## src/rtl/video_pkg.sv

```systemverilog
// Shared definitions for the video frame capture block: FSM states, default
// geometry and the saturating counter helper.
package video_pkg;

    localparam int unsigned DefImgWidth  = 1280;
    localparam int unsigned DefImgHeight = 720;
    localparam int unsigned CntWidth     = 12;

    typedef enum logic [1:0] {
        StSync,
        StIdle,
        StCapture
    } state_e;

    function automatic logic [CntWidth-1:0] sat_inc(input logic [CntWidth-1:0] v);
        return (&v) ? v : v + CntWidth'(1);
    endfunction

endpackage

```

## src/rtl/video_pixel_packer.sv

```systemverilog
// Collects PACK pixels into one output word, first pixel in the LSB lane.
// A flush emits a partial word with the unused upper lanes zeroed.
module video_pixel_packer #(
    parameter int unsigned DATA_WIDTH = 8,
    parameter int unsigned PACK       = 4
) (
    input  logic                       video_clk,
    input  logic                       rst_n,
    input  logic                       clear,
    input  logic                       push,
    input  logic [DATA_WIDTH-1:0]      pix,
    input  logic                       flush,
    output logic                       word_valid,
    output logic [PACK*DATA_WIDTH-1:0] word_data
);

    localparam int unsigned CntW = (PACK > 1) ? $clog2(PACK) : 1;
    localparam logic [CntW-1:0] LastLane = CntW'(PACK - 1);

    logic [PACK-1:0][DATA_WIDTH-1:0] lanes_q, lanes_d;
    logic [CntW-1:0]                 cnt_q, cnt_d;
    logic                            valid_q, valid_d;
    logic [PACK*DATA_WIDTH-1:0]      word_q, word_d;

    // Lanes are zeroed whenever a word leaves, so a flushed word is already padded.
    always_comb begin
        lanes_d = lanes_q;
        cnt_d   = cnt_q;
        valid_d = 1'b0;
        word_d  = word_q;
        if (clear) begin
            lanes_d = '0;
            cnt_d   = '0;
        end else if (push) begin
            lanes_d[cnt_q] = pix;
            if (cnt_q == LastLane) begin
                valid_d = 1'b1;
                word_d  = lanes_d;
                lanes_d = '0;
                cnt_d   = '0;
            end else begin
                cnt_d = cnt_q + CntW'(1);
            end
        end else if (flush && cnt_q != '0) begin
            valid_d = 1'b1;
            word_d  = lanes_q;
            lanes_d = '0;
            cnt_d   = '0;
        end
    end

    always_ff @(posedge video_clk or negedge rst_n) begin
        if (!rst_n) begin
            lanes_q <= '0;
            cnt_q   <= '0;
            valid_q <= 1'b0;
            word_q  <= '0;
        end else begin
            lanes_q <= lanes_d;
            cnt_q   <= cnt_d;
            valid_q <= valid_d;
            word_q  <= word_d;
        end
    end

    assign word_valid = valid_q;
    assign word_data  = word_q;

endmodule

```

## src/rtl/video_frame_capture.sv

```systemverilog
// Captures one video frame into packed memory words and measures its geometry.
// A frame is the video_vs high window; lines are video_de high bursts.
module video_frame_capture
    import video_pkg::*;
#(
    parameter int unsigned DATA_WIDTH = 8,
    parameter int unsigned IMG_WIDTH  = DefImgWidth,
    parameter int unsigned IMG_HEIGHT = DefImgHeight,
    parameter int unsigned PACK       = 4,
    parameter int unsigned ADDR_WIDTH = 20
) (
    input  logic                       video_clk,
    input  logic                       rst_n,
    input  logic                       video_vs,
    input  logic                       video_de,
    input  logic [DATA_WIDTH-1:0]      video_data,
    output logic                       wr_en,
    output logic [ADDR_WIDTH-1:0]      wr_addr,
    output logic [PACK*DATA_WIDTH-1:0] wr_data,
    output logic                       frame_start,
    output logic                       frame_done,
    output logic                       frame_ok,
    output logic [CntWidth-1:0]        meas_width,
    output logic [CntWidth-1:0]        meas_height,
    output logic                       busy
);

    localparam logic [CntWidth-1:0] ExpWidth  = CntWidth'(IMG_WIDTH);
    localparam logic [CntWidth-1:0] ExpHeight = CntWidth'(IMG_HEIGHT);

    state_e                state_q, state_d;
    logic                  vs_d, de_d;
    logic [CntWidth-1:0]   x_q, x_d, y_q, y_d, last_w_q, last_w_d;
    logic                  err_q, err_d;
    logic [ADDR_WIDTH-1:0] addr_q, addr_d;
    logic                  start_q, start_d, done_q, done_d, ok_q, ok_d, busy_q, busy_d;
    logic [CntWidth-1:0]   mw_q, mw_d, mh_q, mh_d;
    logic                  frame_clear;

    logic in_cap, vs_rise, vs_fall, pix_accept, pix_drop, line_close;

    assign in_cap     = (state_q == StCapture);
    assign vs_rise    = video_vs & ~vs_d;
    assign vs_fall    = ~video_vs & vs_d;
    assign pix_accept = in_cap & video_de & ~vs_fall;
    assign pix_drop   = in_cap & video_de & vs_fall;
    // de_d only tracks accepted pixels, so an open line exists only inside a frame.
    assign line_close = in_cap & de_d & (~video_de | vs_fall);

    always_comb begin
        state_d     = state_q;
        x_d         = x_q;
        y_d         = y_q;
        err_d       = err_q;
        last_w_d    = last_w_q;
        addr_d      = wr_en ? addr_q + ADDR_WIDTH'(1) : addr_q;
        start_d     = 1'b0;
        done_d      = 1'b0;
        ok_d        = ok_q;
        mw_d        = mw_q;
        mh_d        = mh_q;
        frame_clear = 1'b0;
        unique case (state_q)
            StSync: begin
                if (!video_vs) state_d = StIdle;
            end
            StIdle: begin
                if (vs_rise) begin
                    state_d     = StCapture;
                    start_d     = 1'b1;
                    frame_clear = 1'b1;
                    x_d         = '0;
                    y_d         = '0;
                    err_d       = 1'b0;
                    last_w_d    = '0;
                    addr_d      = '0;
                end
            end
            StCapture: begin
                if (pix_accept) x_d = sat_inc(x_q);
                if (line_close) begin
                    x_d      = '0;
                    y_d      = sat_inc(y_q);
                    last_w_d = x_q;
                    if (x_q != ExpWidth) err_d = 1'b1;
                end
                if (pix_drop) err_d = 1'b1;
                // Results include the line closed on this same cycle.
                if (vs_fall) begin
                    state_d = StIdle;
                    done_d  = 1'b1;
                    mw_d    = last_w_d;
                    mh_d    = y_d;
                    ok_d    = !err_d && (y_d == ExpHeight);
                end
            end
            default: state_d = StSync;
        endcase
        busy_d = (state_d == StCapture);
    end

    always_ff @(posedge video_clk or negedge rst_n) begin
        if (!rst_n) begin
            state_q  <= StSync;
            vs_d     <= 1'b0;
            de_d     <= 1'b0;
            x_q      <= '0;
            y_q      <= '0;
            err_q    <= 1'b0;
            last_w_q <= '0;
            addr_q   <= '0;
            start_q  <= 1'b0;
            done_q   <= 1'b0;
            ok_q     <= 1'b0;
            mw_q     <= '0;
            mh_q     <= '0;
            busy_q   <= 1'b0;
        end else begin
            state_q  <= state_d;
            vs_d     <= video_vs;
            de_d     <= pix_accept;
            x_q      <= x_d;
            y_q      <= y_d;
            err_q    <= err_d;
            last_w_q <= last_w_d;
            addr_q   <= addr_d;
            start_q  <= start_d;
            done_q   <= done_d;
            ok_q     <= ok_d;
            mw_q     <= mw_d;
            mh_q     <= mh_d;
            busy_q   <= busy_d;
        end
    end

    video_pixel_packer #(
        .DATA_WIDTH(DATA_WIDTH),
        .PACK      (PACK)
    ) u_packer (
        .video_clk (video_clk),
        .rst_n     (rst_n),
        .clear     (frame_clear),
        .push      (pix_accept),
        .pix       (video_data),
        .flush     (line_close),
        .word_valid(wr_en),
        .word_data (wr_data)
    );

    assign wr_addr     = addr_q;
    assign frame_start = start_q;
    assign frame_done  = done_q;
    assign frame_ok    = ok_q;
    assign meas_width  = mw_q;
    assign meas_height = mh_q;
    assign busy        = busy_q;

endmodule

```

## config.mk

```make
export PLATFORM = sky130hd
export DESIGN_NAME = video_frame_capture
export DESIGN_NICKNAME = d
export VERILOG_FILES = /design/src/rtl/video_pkg.sv /design/src/rtl/video_pixel_packer.sv /design/src/rtl/video_frame_capture.sv
export SDC_FILE = /design/constraint.sdc
export NUM_CORES = 1
export LEC_CHECK = 0
export BUFFER_PORTS_ARGS = -buffer_cell sky130_fd_sc_hd__buf_2
export CAP_MARGIN = 0
export CORE_MARGIN = 4
export CORE_UTILIZATION = 58
export DETAILED_ROUTE_END_ITERATION = 8
export HOLD_SLACK_MARGIN = 0.12
export PLACE_DENSITY = 0.8
export SLEW_MARGIN = 25
export SYNTH_ARGS = -nofsm -noshare
export SYNTH_HDL_FRONTEND = slang
export SYNTH_SLANG_ARGS = --single-unit
```

## constraint.sdc

```tcl
create_clock -name video_clk -period 3 [get_ports video_clk]
set_input_delay 0.15 -clock video_clk [delete_from_list [all_inputs] [get_ports video_clk]]
set_output_delay 0.15 -clock video_clk [all_outputs]
set_load 0.01 [all_outputs]
```

==> summary.md <==
| Metric | Value |
|---|---|
| Worst-Skew Late Latency | `0.43 ns` |
| Hold Path Class | `input pin to flop` |
| Final Cycle Share | `76.6%` |
| CP required | `3.30 ns` |
| P_leak | `4.29 nW` |
| Layer with the highest usage | `met2` |
| Final setup vio count | `0` |
| First-pass GRT wire length | `29.3 mm` |
| Max_cap viols | `0` |
| Synth Flop Type | `dfrtp_1` |
| Sequential share of the synthesized area | `52.4%` |
| Reg clk slew, reported paths | `0.06 ns` |
| Area Growth Syn to Fin | `17.2%` |
| Core area | `12600 µm²` |
| Vias in the first global route | `5895` |
| Setup Total Neg Slack | `0 ns` |
| Detailed placer's ending HPWL | `11.5 mm` |
| Worst vdd ir | `460 µV` |
| Status | `finished clean` |
| Min Hold Slack | `0.182 ns` |
| Nets | `844` |
| TritonCTS clock tree | `built` |
| IO Port Bufs | `92` |
| Crit path kind | `flop to flop` |
| Fillers | `964` |
| Final wirelength | `17.4 mm` |
| Wire per inst | `17.3 µm` |
| Final Hold Violating Endpoints | `0` |
| RSZ-0062 raised after global routing | `no` |
| Largest net degree at the start of global routing | `86` |
| Std-Cell Rows | `41` |
| Overall power | `6.36 mW` |
| Gr usage total | `25.1%` |
| CP bufs+invs | `2` |
| Met1 usage | `33.1%` |
| Met2 Use GR | `40.4%` |
| Die area | `14700 µm²` |
| Critical path arrival | `2.59 ns` |
| Pins Over Slew Limit | `0` |
| Pre-antenna DRT Iters | `5` |
| Mean Syn Cell Area | `10.2 µm²` |
| Sequential cell area | `3900 µm²` |
| Slowest cell on crit path | `nor3_1` |
| Crit. End Element | `flop` |
| Residual DRC | `0` |
| CP peak stage delay | `0.57 ns` |
| GP Congestion | `0.881` |
| CTS root buf | `clkbuf_16` |
| Initial Util | `59.0%` |
| Family with the most delay on the worst path | `simple AND/OR/NAND/NOR gates` |
| Setup ws final | `0.701 ns` |
| Pre-CTS WS | `0.771 ns` |
| GRT overflow | `0` |
| Post-Syn Area | `7450 µm²` |
| Share of layout cells above drive strength 1 | `19.0%` |
| Vias | `5866` |
| Async set-reset flop share out of synthesis | `100%` |
| Die Y | `121 µm` |
| #FFs+latches synth | `156` |
| Synth warnings | `0` |
| Final critical-path required period | `2.30 ns` |
| Die width | `121 µm` |
| Num CTS Buffers | `17` |
| Fmax | `435 MHz` |
| Clk buf depth | `2` |
| Startpoint Class | `flop` |
| Yosys cell types | `62` |
| Fin util | `69.2%` |
| Initial antenna violation count | `0` |
| FF-to-FF path depth | `8` |
| CP Depth | `8` |
| Ports | `93` |
| Worst slew pin tran | `0.764 ns` |
| M3 GR Usage | `4.48%` |
| CP Max Fanout | `16` |
| # H-tree levels | `4` |
| Vias per cell | `5.83` |
| Post-Synthesis Cells | `728` |
| 1st-iter DRT viols | `606` |
| Crit-path cells | `inv_1 > ha_1 > o21ai_2 > buf_4 > nor3_1 > nand4_1 > xor2_1 > nor2_1` |
| Layout Skew | `0.00589 ns` |
| Syn nets | `752` |
| Routed Antenna Nets | `0` |
| Hold path cells | `5` |
| Clk sink count | `156` |
| Area occupied by multi-input gates | `3290 µm²` |
| Post-synth EDFFs | `0` |
| Relative slew slack | `49.0%` |
| Power per cell area | `728 nW/µm²` |
[path summary, 6_finish.rpt]
kind,start,slack [ns],to
max,state_q[0],0.70,x_q[5]
min,video_de,0.18,err_q
max reg2reg,state_q[0],0.70,x_q[5]
min reg2reg,meas_height[9],0.48,meas_height[9]
max in group asynchronous,rst_n,1.88,meas_height[4]
min in group asynchronous,rst_n,0.34,last_w_q[5]
[logic make-up after synthesis]
group                    share of synthesized area [%]
multiplexers                                      6.99
AND/OR/NAND/NOR                                   17.1
XOR/XNOR                                          4.10
flip-flops                                        52.4
adder cells (fa/ha/maj)                           2.02
AO/OA/AOI/OAI                                     13.8
buffers and inverters                             3.51
[synth_stat cells, drive strengths merged (2+ instances only)]
| library cell | number | area, µm² |
|---|---|---|
| a211oi | 2 | 20.0 |
| a21o | 2 | 15.0 |
| a21oi | 49 | 253 |
| a22o | 26 | 228 |
| a22oi | 12 | 90.1 |
| a31oi | 2 | 12.5 |
| and2 | 15 | 93.8 |
| and3 | 7 | 43.8 |
| and4 | 3 | 28.8 |
| buf | 27 | 156 |
| clkbuf | 14 | 52.6 |
| dfrtp | 156 | 3900 |
| ha | 12 | 150 |
| inv | 13 | 48.8 |
| mux2i | 52 | 521 |
| nand2 | 82 | 315 |
| nand2b | 2 | 20.0 |
| nand3 | 18 | 103 |
| nand4 | 13 | 96.3 |
| nor2 | 85 | 322 |
| nor2b | 3 | 18.8 |
| nor3 | 10 | 50.1 |
| nor4 | 4 | 40.0 |
| nor4b | 4 | 56.3 |
| o21ai | 57 | 297 |
| o22ai | 3 | 18.8 |
| o2bb2ai | 2 | 17.5 |
| o31ai | 2 | 20.0 |
| or3 | 4 | 25.0 |
| xnor2 | 8 | 77.6 |
| xor2 | 26 | 228 |
[worst reg2reg max path: stages (launching register included)]
cell and delay (ns):
dfrtp_1 0.40, inv_1 0.11, ha_1 0.32, o21ai_2 0.06
buf_4 0.20, nor3_1 0.58, nand4_1 0.24, xor2_1 0.21
nor2_1 0.05
[placed cells by master, fill, tap and decap left out, drive strengths merged, types with 2 or more instances in the layout]
cell and n:
xnor2 8, and4 3, and3 7, nor2 85
or3 4, buf 104, and2 15, nor4b 4
o2bb2ai 2, clkinvlp 3, nor2b 3, nand4 13
inv 16, a22o 26, a21o 2, nand3 18
a211oi 2, nand2b 2, o31ai 2, o22ai 3
o21ai 57, a31oi 2, nand2 82, nor4 4
bufinv 2, a21oi 49, ha 12, clkinv 6
xor2 26, dlygate4sd3 10, dfrtp 156, clkbuf 19
mux2i 52, nor3 10, a22oi 12
[report_power, final]
| part | internal (mW) | leakage, nW | switching (mW) | total [mW] |
|---|---|---|---|---|
| clock network | 1.25 | 0.280 | 0.877 | 2.13 |
| registers | 2.43 | 2.15 | 0.239 | 2.67 |
| logic | 0.562 | 1.87 | 0.995 | 1.56 |
[metrics by stage]
step / instances / area, µm²
after detailed placement: 963 / 8040
final: 1006 / 8730
after global routing: 1005 / 8730
after CTS: 1005 / 8730
after floorplan: 728 / 7450
after global placement: 963 / 8040
[flip-flops by register name, indices dropped and copies added (netlist names), 2 cells and up]
name,cells
last_w_q,12
meas_height,12
meas_width,12
state_q,2
u_packer.cnt_q,2
u_packer.lanes_q,32
u_packer.word_data,32
wr_addr,20
x_q,12
y_q,12
[layer usage]
layer  share of wire (%)  routed length (µm)
met1                  43                7480
met2                  49                8530
met3                 4.9                 843
met4                 2.9                 506
met5                   0                   0
[area by class of cell]
type / count / share of cell area (%)
multi-input cells: 517 / 37.7
clock buffers: 19 / 5.07
inverters: 14 / 0.602
flip-flops and latches: 156 / 44.7
repair buffers: 114 / 7.81
clock inverters: 13 / 1.62
well taps: 172 / 2.47
diodes: 1 / 0.0287
[timing repair]
action,in CTS,in global routing
endpoints found under the setup margin,0,0
hold buffers,10,0
endpoints found under the hold margin,111,0
gates resized for setup,0,0
buffers inserted,0,0
No activity file was read; power rests on OpenSTA's default activity.
